==> config.mk <==
export PLATFORM = sky130hd
export DESIGN_NAME = rr_arb_mux
export DESIGN_NICKNAME = d
export VERILOG_FILES = /design/src/rtl/rr_mux_pkg.sv /design/src/rtl/rr_arbiter.sv /design/src/rtl/rr_arb_mux.sv
export SDC_FILE = /design/constraint.sdc
export NUM_CORES = 1
export LEC_CHECK = 0
export ABC_AREA = 1
export ABC_CLOCK_PERIOD_IN_PS = 2200
export CORE_MARGIN = 2
export CORE_UTILIZATION = 45
export DETAILED_ROUTE_END_ITERATION = 10
export DONT_BUFFER_PORTS = 1
export PLACE_DENSITY_LB_ADDON = 0.1
export REMOVE_ABC_BUFFERS = 1
export SLEW_MARGIN = 25
export SYNTH_ARGS = -nofsm -noshare
export SYNTH_HDL_FRONTEND = slang
export SYNTH_SLANG_ARGS = --single-unit
==> constraint.sdc <==
create_clock -name clk -period 2.2 [get_ports clk]
set_clock_uncertainty 0.15 [all_clocks]
set_input_delay 0.44 -clock clk [delete_from_list [all_inputs] [get_ports clk]]
set_output_delay 0.44 -clock clk [all_outputs]
set_load 0.03 [all_outputs]
==> src/rtl/rr_mux_pkg.sv <==
// Shared helpers for the round-robin arbitrating mux: index width derivation
// and the output holding register state encoding.
package rr_mux_pkg;

  function automatic int clog2(input int n);
    int r;
    r = 0;
    while ((1 << r) < n) r++;
    return r;
  endfunction

  // A single channel still needs a one-bit index port.
  function automatic int sel_w(input int n);
    return (clog2(n) < 1) ? 1 : clog2(n);
  endfunction

  localparam logic ST_EMPTY_ENC = 1'b0;
  localparam logic ST_FULL_ENC  = 1'b1;

  typedef enum logic {
    ST_EMPTY = ST_EMPTY_ENC,
    ST_FULL  = ST_FULL_ENC
  } out_state_t;

endpackage

==> src/rtl/rr_arbiter.sv <==
// Combinational round-robin arbiter: first requester at or after ptr, with
// wrap-around. ptr is assumed to be below NUM_IN.
module rr_arbiter
  import rr_mux_pkg::*;
#(
  parameter  int NUM_IN = 4,
  localparam int SEL_W  = sel_w(NUM_IN)
) (
  input  logic [NUM_IN-1:0] req,
  input  logic [SEL_W-1:0]  ptr,
  output logic [NUM_IN-1:0] grant,
  output logic [SEL_W-1:0]  grant_idx,
  output logic              any_grant
);

  int idx;

  always_comb begin
    grant     = '0;
    grant_idx = '0;
    any_grant = 1'b0;
    idx       = 0;
    for (int k = 0; k < NUM_IN; k++) begin
      idx = int'(ptr) + k;
      if (idx >= NUM_IN) idx = idx - NUM_IN;
      if (!any_grant && req[idx]) begin
        any_grant  = 1'b1;
        grant[idx] = 1'b1;
        grant_idx  = SEL_W'(idx);
      end
    end
  end

endmodule

==> src/rtl/rr_arb_mux.sv <==
// N-input registered round-robin arbitrating mux with valid/ready on every side.
// Optional RR_MUX_FORCE_SEL_EN adds force_en/force_sel for external-select use.
//
// state    | meaning
// ST_EMPTY | output register holds nothing, out_valid=0
// ST_FULL  | output register holds a word, out_valid=1
module rr_arb_mux
  import rr_mux_pkg::*;
#(
  parameter  int DATAWIDTH = 32,
  parameter  int NUM_IN    = 4,
  localparam int SEL_W     = sel_w(NUM_IN)
) (
  input  logic                        clk,
  input  logic                        reset,
  input  logic [NUM_IN-1:0]           in_valid,
  input  logic [NUM_IN*DATAWIDTH-1:0] in_data,
  output logic [NUM_IN-1:0]           in_ready,
  output logic                        out_valid,
  output logic [DATAWIDTH-1:0]        out_data,
  output logic [SEL_W-1:0]            out_sel,
  input  logic                        out_ready
`ifdef RR_MUX_FORCE_SEL_EN
  ,
  input  logic                        force_en,
  input  logic [SEL_W-1:0]            force_sel
`endif
);

  out_state_t           state, state_nx;
  logic [SEL_W-1:0]     ptr, ptr_nx;
  logic [NUM_IN-1:0]    req_elig;
  logic [NUM_IN-1:0]    grant;
  logic [SEL_W-1:0]     grant_idx;
  logic                 any_grant;
  logic                 load_ok;
  logic                 accept;
  logic                 ptr_upd;
  logic [DATAWIDTH-1:0] sel_data;

`ifdef RR_MUX_FORCE_SEL_EN
  // Forcing narrows eligibility to one channel; an out-of-range index grants nothing.
  always_comb begin
    req_elig = '0;
    if (force_en) begin
      if (int'(force_sel) < NUM_IN) req_elig[force_sel] = in_valid[force_sel];
    end else begin
      req_elig = in_valid;
    end
  end
  assign ptr_upd = ~force_en;
`else
  assign req_elig = in_valid;
  assign ptr_upd  = 1'b1;
`endif

  rr_arbiter #(
    .NUM_IN (NUM_IN)
  ) u_arb (
    .req       (req_elig),
    .ptr       (ptr),
    .grant     (grant),
    .grant_idx (grant_idx),
    .any_grant (any_grant)
  );

  assign out_valid = (state == ST_FULL);
  // Reset also closes the input side so nothing is accepted while it is held.
  assign load_ok   = (~out_valid | out_ready) & ~reset;
  assign accept    = any_grant & load_ok;
  assign in_ready  = load_ok ? grant : '0;
  assign ptr_nx    = (grant_idx == SEL_W'(NUM_IN - 1)) ? '0 : grant_idx + 1'b1;

  // AND-OR mux driven by the one-hot grant keeps in_data off any output path.
  always_comb begin
    sel_data = '0;
    for (int i = 0; i < NUM_IN; i++) begin
      if (grant[i]) sel_data = sel_data | in_data[i*DATAWIDTH +: DATAWIDTH];
    end
  end

  always_comb begin
    state_nx = state;
    case (state)
      ST_EMPTY: if (accept) state_nx = ST_FULL;
      ST_FULL: begin
        if (accept)         state_nx = ST_FULL;
        else if (out_ready) state_nx = ST_EMPTY;
      end
      default: state_nx = ST_EMPTY;
    endcase
  end

  always_ff @(posedge clk) begin
    if (reset) begin
      state    <= ST_EMPTY;
      ptr      <= '0;
      out_data <= '0;
      out_sel  <= '0;
    end else begin
      state <= state_nx;
      if (accept) begin
        out_data <= sel_data;
        out_sel  <= grant_idx;
        if (ptr_upd) ptr <= ptr_nx;
      end
    end
  end

endmodule

== Word level (Yosys, flattened, before mapping) ==
Cells that the tools add are included.

* Flip-flop bits (word level): 37
* Bits in latches: 0
* Memory bits (writable): 0
* Bits in read-only memories: 0
* Memories kept: 0

* Add/sub/neg operators: 8
* Multiply operators: 0
* Div/mod/pow operators: 0
* Order comparisons: 12
* Equal/unequal tests: 1
* Shifts and indexed selects: 0
* Mux-type cells: 46
* Bitwise logic cells: 11
* Reduce and logical (&&, ||, !) cells: 10

{| class="wikitable"
|+ Operators with widths
! kind !! count
|-
| 32-bit two-way mux || 8
|-
| 32-bit by 1-bit >= comparator with 1-bit output (second input constant) || 4
|-
| 32-bit by 4-bit less-than comparator with 1-bit output (second input constant) || 4
|-
| 32-bit by 4-bit >= comparator with 1-bit output (second input constant) || 3
|-
| 32-bit bitwise OR || 3
|-
| 32-bit by 4-bit subtractor with 32-bit output (second input constant) || 3
|-
| 4-bit two-way mux || 5
|-
| 1-bit two-way mux || 19
|-
| 4-bit bitwise OR || 3
|-
| 2-bit two-way mux || 5
|-
| 1-bit binary-select mux with 2-bit select || 4
|-
| 1-bit demux with 2-bit select || 4
|-
| 1-bit logical AND || 7
|-
| 2-bit by 2-bit adder with 3-bit output (second input constant) || 2
|-
| 2-bit by 3-bit subtractor with 4-bit output (second input constant) || 1
|-
| 2-bit by 1-bit adder with 3-bit output (second input constant) || 1
|-
| 2-bit by 3-bit >= comparator with 1-bit output (second input constant) || 1
|-
| 1-bit logical NOT || 3
|-
| 2-bit by 1-bit adder with 2-bit output (second input constant) || 1
|-
| 1-bit AND || 2
|-
| 2-bit == test (second input constant) || 1
|-
| 1-bit NOT || 2
|-
| 1-bit one-hot mux with 2 select lines || 1
|-
| 1-bit bitwise OR || 1
|}

== Longest topological paths before layout ==
Gate-level depths: netlist of run 1.

* Depth in word-level cells: 22
* Mapped depth: 15
* Depth with buffers taken out: 14

== Hierarchy ==
A second synthesis of run 1 with hierarchy kept.

* Cells, all modules: 615
* Area, all modules: 3311.9 sq um

{| class="wikitable"
|+ By module, submodules not included
! module !! instances !! cells an instance !! area an instance (sq um)
|-
| rr_arb_mux || 1 || 538 || 2851.5
|-
| rr_arbiter || 1 || 77 || 460.4
|}

== Worst setup path before layout of run 1 ==
Ideal clock, no wire load.

* Path type: register to output
* From: reg ptr[0]
* To: out in_ready[0]
* Arrival time: 1.963 ns
* Required time: 1.610 ns
* Setup slack: -0.353 ns
* Cell stages (with the launch flop): 14
* Path buffers: 2
* Cell sequence: dfxtp_1 buf_6 inv_6 ha_1 inv_1 nand3_1 nand2_2 nand2_4 nor2_8 nand3_1 nand3_2 buf_6 nand2_1 inv_1

* Cells in the longest elaborated chain, start to end: 16

{| class="wikitable"
|+ Ends and longest elaborated chain
! what !! line !! source
|-
| start: declaration || rr_arb_mux.sv:31 || <nowiki>logic [SEL_W-1:0] ptr, ptr_nx;</nowiki>
|-
| start signal: assignment || rr_arb_mux.sv:105 || <nowiki>if (ptr_upd) ptr <= ptr_nx;</nowiki>
|-
| parallel branches: the longest is 14 deep, another holds 32-bit by 4-bit subtractor with 32-bit output || - ||
|-
| 4-bit two-way mux (*) || rr_arbiter.sv:26 || <nowiki>if (!any_grant && req[idx]) begin</nowiki>
|-
| 4-bit two-way mux (*) || rr_arb_mux.sv:71 || <nowiki>assign in_ready = load_ok ? grant : '0;</nowiki>
|-
| end: declaration || rr_arb_mux.sv:18 || <nowiki>output logic [NUM_IN-1:0] in_ready,</nowiki>
|}

Every way passes the cells marked *. The select of a mux whose other input is x is not followed.

== Final worst setup path of run 1 ==
* From: reg ptr[0]
* To: out in_ready[2]

Same word-level chain as after synthesis.

==> flow_metrics.py, run 1 <==
metrics = {
    "outcome": {
        "status": "finished with violations",
        "failed_checks": "setup timing",
    },
    "logic_synthesis": {
        "syn_inst": 451,
        "synth.distinct_cells": 29,
        "synth.largest_area_cell": "dfxtp_1",
        "syn_area_mm2": 0.00278,
        "synth_area_leaders": "dfxtp_1 (27%), nand2_1 (26%), nor2_1 (9.3%), nand3_1 (6.8%), a21oi_2 (6.0%)",
        "synthDominantCellAreaShare_pct": 26.6,
        "ys_warn_count": 0,
        "synth_area_per_cell_um2": 6.17,
        "ys_seq_elements": 37,
        "ys_seq_area_share_pct": 26.6,
    },
    "cts": {
        "clk_pin_slew_worst_paths_ps": 70,
        "cts_buffers": 5,
        "clockRootBuffer": "clkbuf_8",
        "cts_hold_buf": 0,
        "htreeDepth": 2,
        "clock_sinks": 37,
        "clockBufferDepth": 2,
        "cts_tree": "yes",
        "clk_latency_ps": 280,
    },
    "grt": {
        "grt_max_degree": 33,
        "grt_antenna_before_repair": 0,
        "grt_use_total_pct": 20.3,
        "grt-ovfl-total": 0,
        "grt_pass1_vias": 2305,
        "grt_pass1_wl_um": 10700,
    },
    "timing": {
        "worst_pin_slew_ps": 612,
        "fmax_mhz": 427,
        "fin_ws_ps": -145,
        "period_share_pct": 107,
        "period_needed_ps": 2340,
        "setup_viol_count_final": 6,
        "drv_slew": 0,
        "grt_setup_unrepaired": "yes",
        "final_hold_viol_count": 0,
        "relSlewSlack_pct": 59.0,
    },
    "setup_path": {
        "r2r_cells": 16,
        "critical_path_class": "register to output port",
        "slowest_delay_ps": 370,
        "reg2reg_to": "ptr[0]",
        "reg2reg_slack_ps": -80,
        "arrival_ps": 1750,
        "worst-path-buf-inv": 4,
        "endpoint": "in_ready[2]",
        "r2r_start": "ptr[0]",
        "startpoint": "ptr[0]",
        "crit_required_ps": 1610,
        "crit_cells": 10,
        "end_kind": "output port",
        "slowest_stage": "dfxtp_4",
        "path_max_fanout": 5,
        "crit_chain": "inv_6 -> ha_4 -> inv_4 -> buf_4 -> nand2_2 -> nand2_4 -> nand4_1 -> nand3_2 -> nand2_2 -> inv_4",
        "critical_path.startpoint_type": "register",
        "cp_top_family": "simple AND/OR/NAND/NOR gates",
    },
    "floorplanning": {
        "die_area_mm2": 0.00683,
        "die_x_um": 82.6,
        "coreArea_mm2": 0.00596,
        "initial_core_util_pct": 46.7,
        "num_rows": 28,
        "die_height_um": 82.6,
        "ios": 174,
    },
    "final_layout": {
        "layout.cells.most_common": "nand2_1",
        "drive_gt1_share_pct": 24.9,
        "fin_nets": 605,
        "diodes": 0,
        "post-route-cell-area_mm2": 0.00325,
        "fin_util_pct": 54.6,
        "multi_input_area_mm2": 0.00192,
        "regArea_um2": 746,
        "fillers": 599,
        "area_delta_synth_final_pct": 17.0,
        "final_cell_mix": "nand2_1 (172), nor2_1 (67), nand3_1 (35), dfxtp_1 (35), nand2_2 (21)",
    },
    "drt": {
        "drt_iter0_drc": 85,
        "wl_met1_um": 2960,
        "route.vias.total": 2782,
        "drtPass1Iterations": 4,
        "drt_drc_violations_left": 0,
        "viasPerCell": 5.15,
        "routed_wl_um": 7610,
        "wl_met3_um": 700,
        "routedWlPerCell_um": 14.1,
        "highest_layer": "met4",
        "detailroute.wirelength.met2_um": 3880,
        "ant_nets": 0,
    },
    "power": {
        "power_density_mw_per_mm2": 1950,
        "ir_drop_v": 0.00216,
        "total_power_uw": 6340,
        "leakage_uw": 0.00147,
    },
    "placed_design": {
        "routabilityCongestion": 0.841,
        "port_buffers": 0,
        "dpl_cell_area_mm2": 0.00290,
        "dp_hpwl_um": 5550,
    },
    "flow_run": {
        "maxCapViolations": 0,
    },
    "min_path": {
        "min_path_type": "primary input to register",
    },
}
-- timing repair --
| item | CTS | global route |
|---|---|---|
| buffers inserted | 6 | 3 |
| resized for setup | 24 | 34 |
| hold endpoints to repair | 0 | 0 |
| endpoints found under the setup margin | 38 | 38 |
| pin swaps | 11 | 21 |
-- worst min-delay path by stage --
| stage | startpoint | end | slack [ps] | cells after the start |
|---|---|---|---|---|
| floorplan | reset | ptr[0] | 360 | 1 |
| global placement | reset | ptr[0] | 380 | 1 |
| detailed placement | reset | ptr[0] | 380 | 1 |
| CTS | reset | ptr[0] | 70 | 1 |
| global route | reset | ptr[0] | 50 | 1 |
| finish | reset | ptr[0] | 60 | 1 |
-- sequential cells by signal, summed over array words and instances, names as in the netlist --
| signal | flops |
|---|---|
| out_data | 32 |
| out_sel | 2 |
| ptr | 2 |
| out_valid | 1 |
-- power by group --
group / switching, uW / total [uW] / internal [uW]
Sequential: 935 / 1960 / 1030
Combinational: 2330 / 3900 / 1570
Clock: 236 / 484 / 248
-- final cells by class --
| cell class | count | share of cell area (%) |
|---|---|---|
| clock buffers | 6 | 2.54 |
| flip-flops and latches | 37 | 22.9 |
| repair buffers | 30 | 9.61 |
| clock inverters | 1 | 0.231 |
| inverters | 18 | 2.69 |
| well taps | 75 | 2.88 |
| multi-input cells | 373 | 59.1 |
-- per-stage QoR --
stage	instances	setup slack [ps]	setup TNS, ps	hold WS (ps)
3_3_place_gp	524	-57.5	-284	376
5_1_grt	540	-214	-4360	46.1
6_report	540	-145	-685	60.1
2_1_floorplan	428	-550	-11760	359
3_5_place_dp	524	-109	-2280	377
4_1_cts	537	-133	-454	65.2
-- synth_stat cells --
master,count
nand2_1,191
nor2_1,69
nand3_1,38
dfxtp_1,37
a21oi_1,19
a21oi_2,19
buf_2,12
inv_1,12
buf_6,5
ha_1,5
nand2_4,5
nand3_2,5
buf_4,4
nand2_2,4
a21boi_0,3
inv_2,3
nand4_1,3
nor2_4,3
buf_8,2
nand3_4,2
o21ai_0,2
a21boi_1,1
a22oi_1,1
a31oi_1,1
clkinv_1,1
inv_4,1
inv_6,1
nand3b_1,1
nor2_8,1
-- routing by layer --
metal / up-vias / global-route usage (%)
met1: 1210 / 23.4
met4: 0 / 6.07
li1: 1448 / -
met3: 7 / 7.39
met2: 117 / 35.0
met5: - / 0
-- worst reg2reg max path, cell delays in order, from the launching register on --
cell	delay, ps
dfxtp_4	370
inv_6	40
ha_4	290
inv_4	50
nand3_4	60
nand2_4	70
nand2_4	110
nor2_4	50
buf_4	120
buf_4	130
nor2_1	90
nand2_1	70
nand2_2	70
inv_1	40
ha_1	180
nand3b_1	170
a21oi_2	150
-- kinds of logic after synthesis --
kind of cell	after synthesis	share of synthesized area, %
buffers and inverters	41	9.04
adder cells (fa/ha/maj)	5	2.25
flip-flops	37	26.6
AND/OR/NAND/NOR	322	50.8
AO/OA/AOI/OAI	46	11.3
Note: power is estimated with default switching activity, not from simulation.
==> run 2, diff against run 1 <==
Settings changed: CELL_PAD_IN_SITES_DETAIL_PLACEMENT set to 1, CELL_PAD_IN_SITES_GLOBAL_PLACEMENT set to 2, CORE_UTILIZATION 45 to 27.
==> run 2 against run 1 <==
The flow still finishes with violations (setup timing). Routed wire length is 28% higher. Cell count increased by 12%. Power up 0.67%. Die area increased by 63%. Highest routed layer unchanged. Sequential power about the same. Sequential share of layout area shrank 0.30 points. Largest power group unchanged. Non-clock buffer count up 2.
==> flow_metrics.py, run 2 (synthesized netlist as in run 1, its figures left out) <==
metrics = {
    "outcome": {
        "status": "finished with violations",
        "failed_checks": "setup timing",
    },
    "drt": {
        "drt_drc_violations_left": 0,
        "route.vias.total": 2887,
        "routed_wl_um": 9770,
        "ant_nets": 0,
        "drt_iter0_drc": 66,
        "drtPass1Iterations": 4,
        "routedWlPerCell_um": 16.2,
        "viasPerCell": 4.78,
    },
    "placed_design": {
        "pre_cts_ws_ps": -190,
        "routabilityCongestion": 0.768,
        "port_buffers": 0,
        "dp_hpwl_um": 7340,
    },
    "timing": {
        "final_hold_viol_count": 0,
        "grt_setup_unrepaired": "yes",
        "fmax_mhz": 428,
        "relSlewSlack_pct": 66.9,
        "setup_viol_count_final": 5,
        "fin_ws_ps": -135,
        "final.setup.tns_ps": -556,
        "worst_pin_slew_ps": 494,
        "drv_slew": 0,
        "period_needed_ps": 2340,
        "period_share_pct": 106,
    },
    "final_layout": {
        "diodes": 0,
        "fin_nets": 607,
        "largest_register_ffs": 32,
        "fin_util_pct": 32.4,
        "top_regs": "out_data: 32 flops, out_sel: 2 flops, ptr: 2 flops",
        "drive_gt1_share_pct": 23.1,
        "area_delta_synth_final_pct": 18.5,
        "layout.cells.most_common": "nand2_1",
        "final_cell_mix": "nand2_1 (179), nor2_1 (68), nand3_1 (35), dfxtp_1 (35), a21oi_2 (20)",
        "fillers": 1337,
        "largest-register": "out_data",
    },
    "cts": {
        "clockBufferDepth": 2,
        "clock_sinks": 37,
        "clk_pin_slew_worst_paths_ps": 70,
        "clockRootBuffer": "clkbuf_8",
        "cts_buffers": 5,
        "clk_latency_ps": 290,
        "htreeDepth": 2,
        "cts_tree": "yes",
    },
    "setup_path": {
        "critical_path.startpoint_type": "register",
        "arrival_ps": 1750,
        "slowest_delay_ps": 370,
        "crit_required_ps": 1610,
        "crit_chain": "inv_6 -> ha_4 -> nand3_2 -> nand2_4 -> nand2_4 -> nor2_4 -> nand2_2 -> nand3_2 -> nand2_2 -> inv_4",
        "reg2reg_to": "ptr[1]",
        "end_kind": "output port",
        "slowest_stage": "dfxtp_4",
        "critical_path_class": "register to output port",
        "r2r_start": "ptr[0]",
        "reg2reg_slack_ps": -30,
        "r2r_cells": 12,
        "path_max_fanout": 5,
    },
    "floorplanning": {
        "die_area_mm2": 0.0111,
        "num_rows": 37,
        "die_x_um": 106,
        "coreArea_mm2": 0.0102,
        "die_height_um": 106,
        "ios": 174,
        "initial_core_util_pct": 27.3,
    },
    "grt": {
        "grt_pass1_wl_um": 15400,
        "grt_use_total_pct": 17.2,
        "grt_pass1_vias": 2899,
        "grt-ovfl-total": 0,
        "grt_antenna_before_repair": 0,
        "grt_max_degree": 33,
    },
    "power": {
        "power_density_mw_per_mm2": 1940,
        "leakage_uw": 0.00147,
        "ir_drop_v": 0.000413,
    },
    "min_path": {
        "hold_path_depth": 1,
        "holdPathEnd": "ptr[0]",
        "min_path_type": "primary input to register",
        "min_from": "reset",
    },
    "flow_run": {
        "maxCapViolations": 0,
    },
}
==> run 2: changes by cell type in the layout (fill, tap and decap cells not counted), sizes merged <==
cell    change
clkbuf      +2
buf         +1
==> run 2: power by group <==
| part | leakage (uW) | total, uW | switching, uW | internal, uW |
|---|---|---|---|---|
| logic | 0.00112 | 3920 | 2380 | 1540 |
| clock network | 0.0000385 | 484 | 259 | 225 |
| registers | 0.000312 | 1980 | 953 | 1030 |
| total | 0.00147 | 6390 | 3590 | 2790 |
==> run 2: critical path: cells and delay by family, from the launching register on <==
family	cells	cell delay (ps)
adder cells (fa/ha/maj)	1	290
flip-flops	1	370
AND/OR/NAND/NOR	7	630
buffers and inverters	2	160
==> run 2: layer usage <==
metal | global-route usage, % | up-vias | part of all wire [%]
li1 | - | 1457 | -
met1 | 20.4 | 1310 | 40
met2 | 30.9 | 113 | 51
met3 | 4.76 | 7 | 8.1
met4 | 3.57 | 0 | 0.93
met5 | 0 | - | 0
==> run 2: cell type report <==
cell class                      instances  area [um2]  share of cell area [%]
Multi-Input combinational cell        373        1870                    56.7
Sequential cell                        37         746                    22.6
Timing Repair Buffer                   32         342                    10.4
Tap cell                              136         170                    5.16
Inverter                               18        85.1                    2.58
Clock buffer                            7        76.3                    2.31
Clock inverter                          1        7.51                   0.228
==> run 2: worst max-delay path by stage <==
stage,start,to,slack (ps),cells past startpoint
finish,ptr[0],in_ready[1],-140,10
global route,ptr[1],in_ready[1],-250,11
CTS,ptr[1],in_ready[1],-150,11
detailed placement,ptr[0],out_data[22],-190,14
global placement,ptr[0],ptr[1],-170,11
floorplan,ptr[0],in_ready[0],-550,10
==> run 2: through the flow <==
step / std cells / hold slack (ps) / total power (uW) / cell area, um2
floorplan: 428 / 359 / 4260 / 2610
global placement: 586 / 371 / 5450 / 2990
detailed placement: 586 / 369 / 5520 / 2990
CTS: 601 / 55.3 / 6340 / 3210
global route: 604 / 43.5 / 7030 / 3300
finish: 604 / 54.9 / 6390 / 3300
==> run 2: repair_timing <==
item                       4_1_cts  5_1_grt
resized for setup               29       14
hold endpoints to repair         0        0
setup endpoints to repair       39       38
hold buffers                     0        0
gates cloned                     0        1
pin swaps                       15        5
setup buffers                    8        2
==> run 3, diff against run 2 <==
Settings changed: ABC_CLOCK_PERIOD_IN_PS 2200 to 2000.
Clock period 2.2 ns to 2 ns, I/O delays scaled along.
==> run 3 against run 2 <==
The flow still finishes with violations (setup timing). Count of clock-buffer cells in the layout stayed put. Combinational power is 31% higher. Cell count increased by 2.8%. Utilization increased by 3.2 points. Setup slack got worse by 210 ps. Sequential cell count did not move. First-iteration DRC count is 11% lower. Critical path depth unchanged. Sequential share of layout area fell by 2.1 points. Non-clock buffer count rose by 17. Clock power is 45% higher. Critical path type unchanged. Highest routed layer unchanged.
==> flow_metrics.py, run 3 (synthesized netlist as in run 1, its figures left out) <==
metrics = {
    "timing": {
        "fin_ws_ps": -350,
        "worst_pin_slew_ps": 653,
        "period_needed_ps": 2350,
        "period_share_pct": 117,
        "drv_slew": 0,
        "setup_viol_count_final": 40,
        "worst_hold_slack_ps": 1.21,
        "final_hold_viol_count": 0,
        "relSlewSlack_pct": 56.3,
        "final.setup.tns_ps": -8970,
        "fmax_mhz": 426,
        "grt_setup_unrepaired": "yes",
    },
    "power": {
        "leakage_uw": 0.00163,
        "power_density_mw_per_mm2": 2210,
        "ir_drop_v": 0.000588,
    },
    "drt": {
        "viasPerCell": 4.73,
        "drt_drc_violations_left": 0,
        "ant_nets": 0,
        "drtPass1Iterations": 4,
        "routedWlPerCell_um": 15.8,
        "routed_wl_um": 9820,
        "drt_iter0_drc": 59,
        "route.vias.total": 2940,
    },
    "cts": {
        "clockBufferDepth": 2,
        "htreeDepth": 2,
        "cts_tree": "yes",
        "clk_latency_ps": 290,
        "clock_sinks": 37,
        "cts_buffers": 5,
        "clk_pin_slew_worst_paths_ps": 80,
        "clockRootBuffer": "clkbuf_8",
    },
    "final_layout": {
        "final_cells": 621,
        "largest_register_ffs": 32,
        "drive_gt1_share_pct": 31.8,
        "layout.cells.most_common": "nand2_1",
        "area_delta_synth_final_pct": 30.4,
        "fin_nets": 624,
        "post-route-cell-area_mm2": 0.00363,
        "largest-register": "out_data",
        "diodes": 0,
        "final_cell_mix": "nand2_1 (169), nor2_1 (63), dfxtp_1 (35), buf_4 (33), nand3_1 (30)",
        "top_regs": "out_data: 32 flops, out_sel: 2 flops, ptr: 2 flops",
    },
    "grt": {
        "grt_max_degree": 29,
        "met3_usage_pct": 5.07,
        "grtUsageMet2_pct": 31.1,
        "grt_use_total_pct": 17.4,
        "grt_pass1_wl_um": 15400,
        "gr-usage-met1_pct": 20.7,
        "grt-ovfl-total": 0,
        "grt_antenna_before_repair": 0,
        "grt_pass1_vias": 3027,
        "top_usage_layer": "met2",
    },
    "placed_design": {
        "dp_hpwl_um": 7650,
        "dpl_cell_area_mm2": 0.00309,
        "port_buffers": 0,
        "pre_cts_ws_ps": -384,
        "routabilityCongestion": 0.826,
        "numPlacedInstances": 599,
    },
    "setup_path": {
        "end_kind": "output port",
        "critical_path_class": "register to output port",
        "crit_required_ps": 1450,
        "path_max_fanout": 6,
        "arrival_ps": 1800,
        "critical_path.startpoint_type": "register",
    },
    "outcome": {
        "status": "finished with violations",
        "failed_checks": "setup timing",
    },
    "floorplanning": {
        "coreArea_mm2": 0.0102,
        "die_area_mm2": 0.0111,
        "ios": 174,
        "num_rows": 37,
        "initial_core_util_pct": 27.3,
        "die_height_um": 106,
        "die_x_um": 106,
    },
    "min_path": {
        "min_path_type": "primary input to register",
    },
    "flow_run": {
        "maxCapViolations": 0,
    },
}
[run 3: layer usage]
layer  share of wire, %  vias up
li1                   -     1487
met1                 41     1345
met2                 51      103
met3                7.8        5
met4               0.60        0
met5                  0        -
[run 3: final cells by class]
| type | count | area, um2 |
|---|---|---|
| clock inverter | 1 | 30.0 |
| tap | 136 | 170 |
| inverter | 18 | 92.6 |
| timing repair buffer | 49 | 513 |
| fill | 1298 | 6560 |
| sequential | 37 | 746 |
| multi-input combinational | 373 | 1990 |
| clock buffer | 7 | 86.3 |
[run 3: path summary, 6_finish.rpt]
kind / startpoint / endpoint / slack [ps] / depth (start not counted)
setup / recovery: ptr[0] / in_ready[3] / -350 / 10
hold / removal: reset / ptr[0] / 1 / 1
setup reg to reg: ptr[0] / ptr[1] / -260 / 15
hold reg to reg: out_sel[1] / out_sel[1] / 500 / 2
[run 3: worst max-delay path: stages (launching register included)]
cell,delay (ps)
dfxtp_4,380
inv_6,40
ha_4,290
inv_4,50
nand3_4,60
nand2_4,70
nor2_4,210
a21oi_2,100
nand3_2,80
nand2_2,80
inv_4,140
[run 3: power breakdown]
part           internal (uW)  leakage [uW]  switching [uW]
Clock                    407     0.0000585             293
Sequential              1130      0.000312            1050
Combinational           2250       0.00126            2890
Total                   3790       0.00163            4230
[run 3: what timing repair did]
| action | 4_1_cts | 5_1_grt |
|---|---|---|
| endpoints found under the setup margin | 41 | 40 |
| endpoints found under the hold margin | 1 | 1 |
| setup buffers | 10 | 4 |
| pin swaps | 22 | 18 |
| gates resized for setup | 69 | 27 |
[run 3: stage by stage]
stage	utilization [%]	total power [uW]
final	35.6	8010
after global routing	35.6	8730
after CTS	34.4	7830
after detailed placement	30.3	6250
after global placement	30.3	6170
after floorplan	-	4690
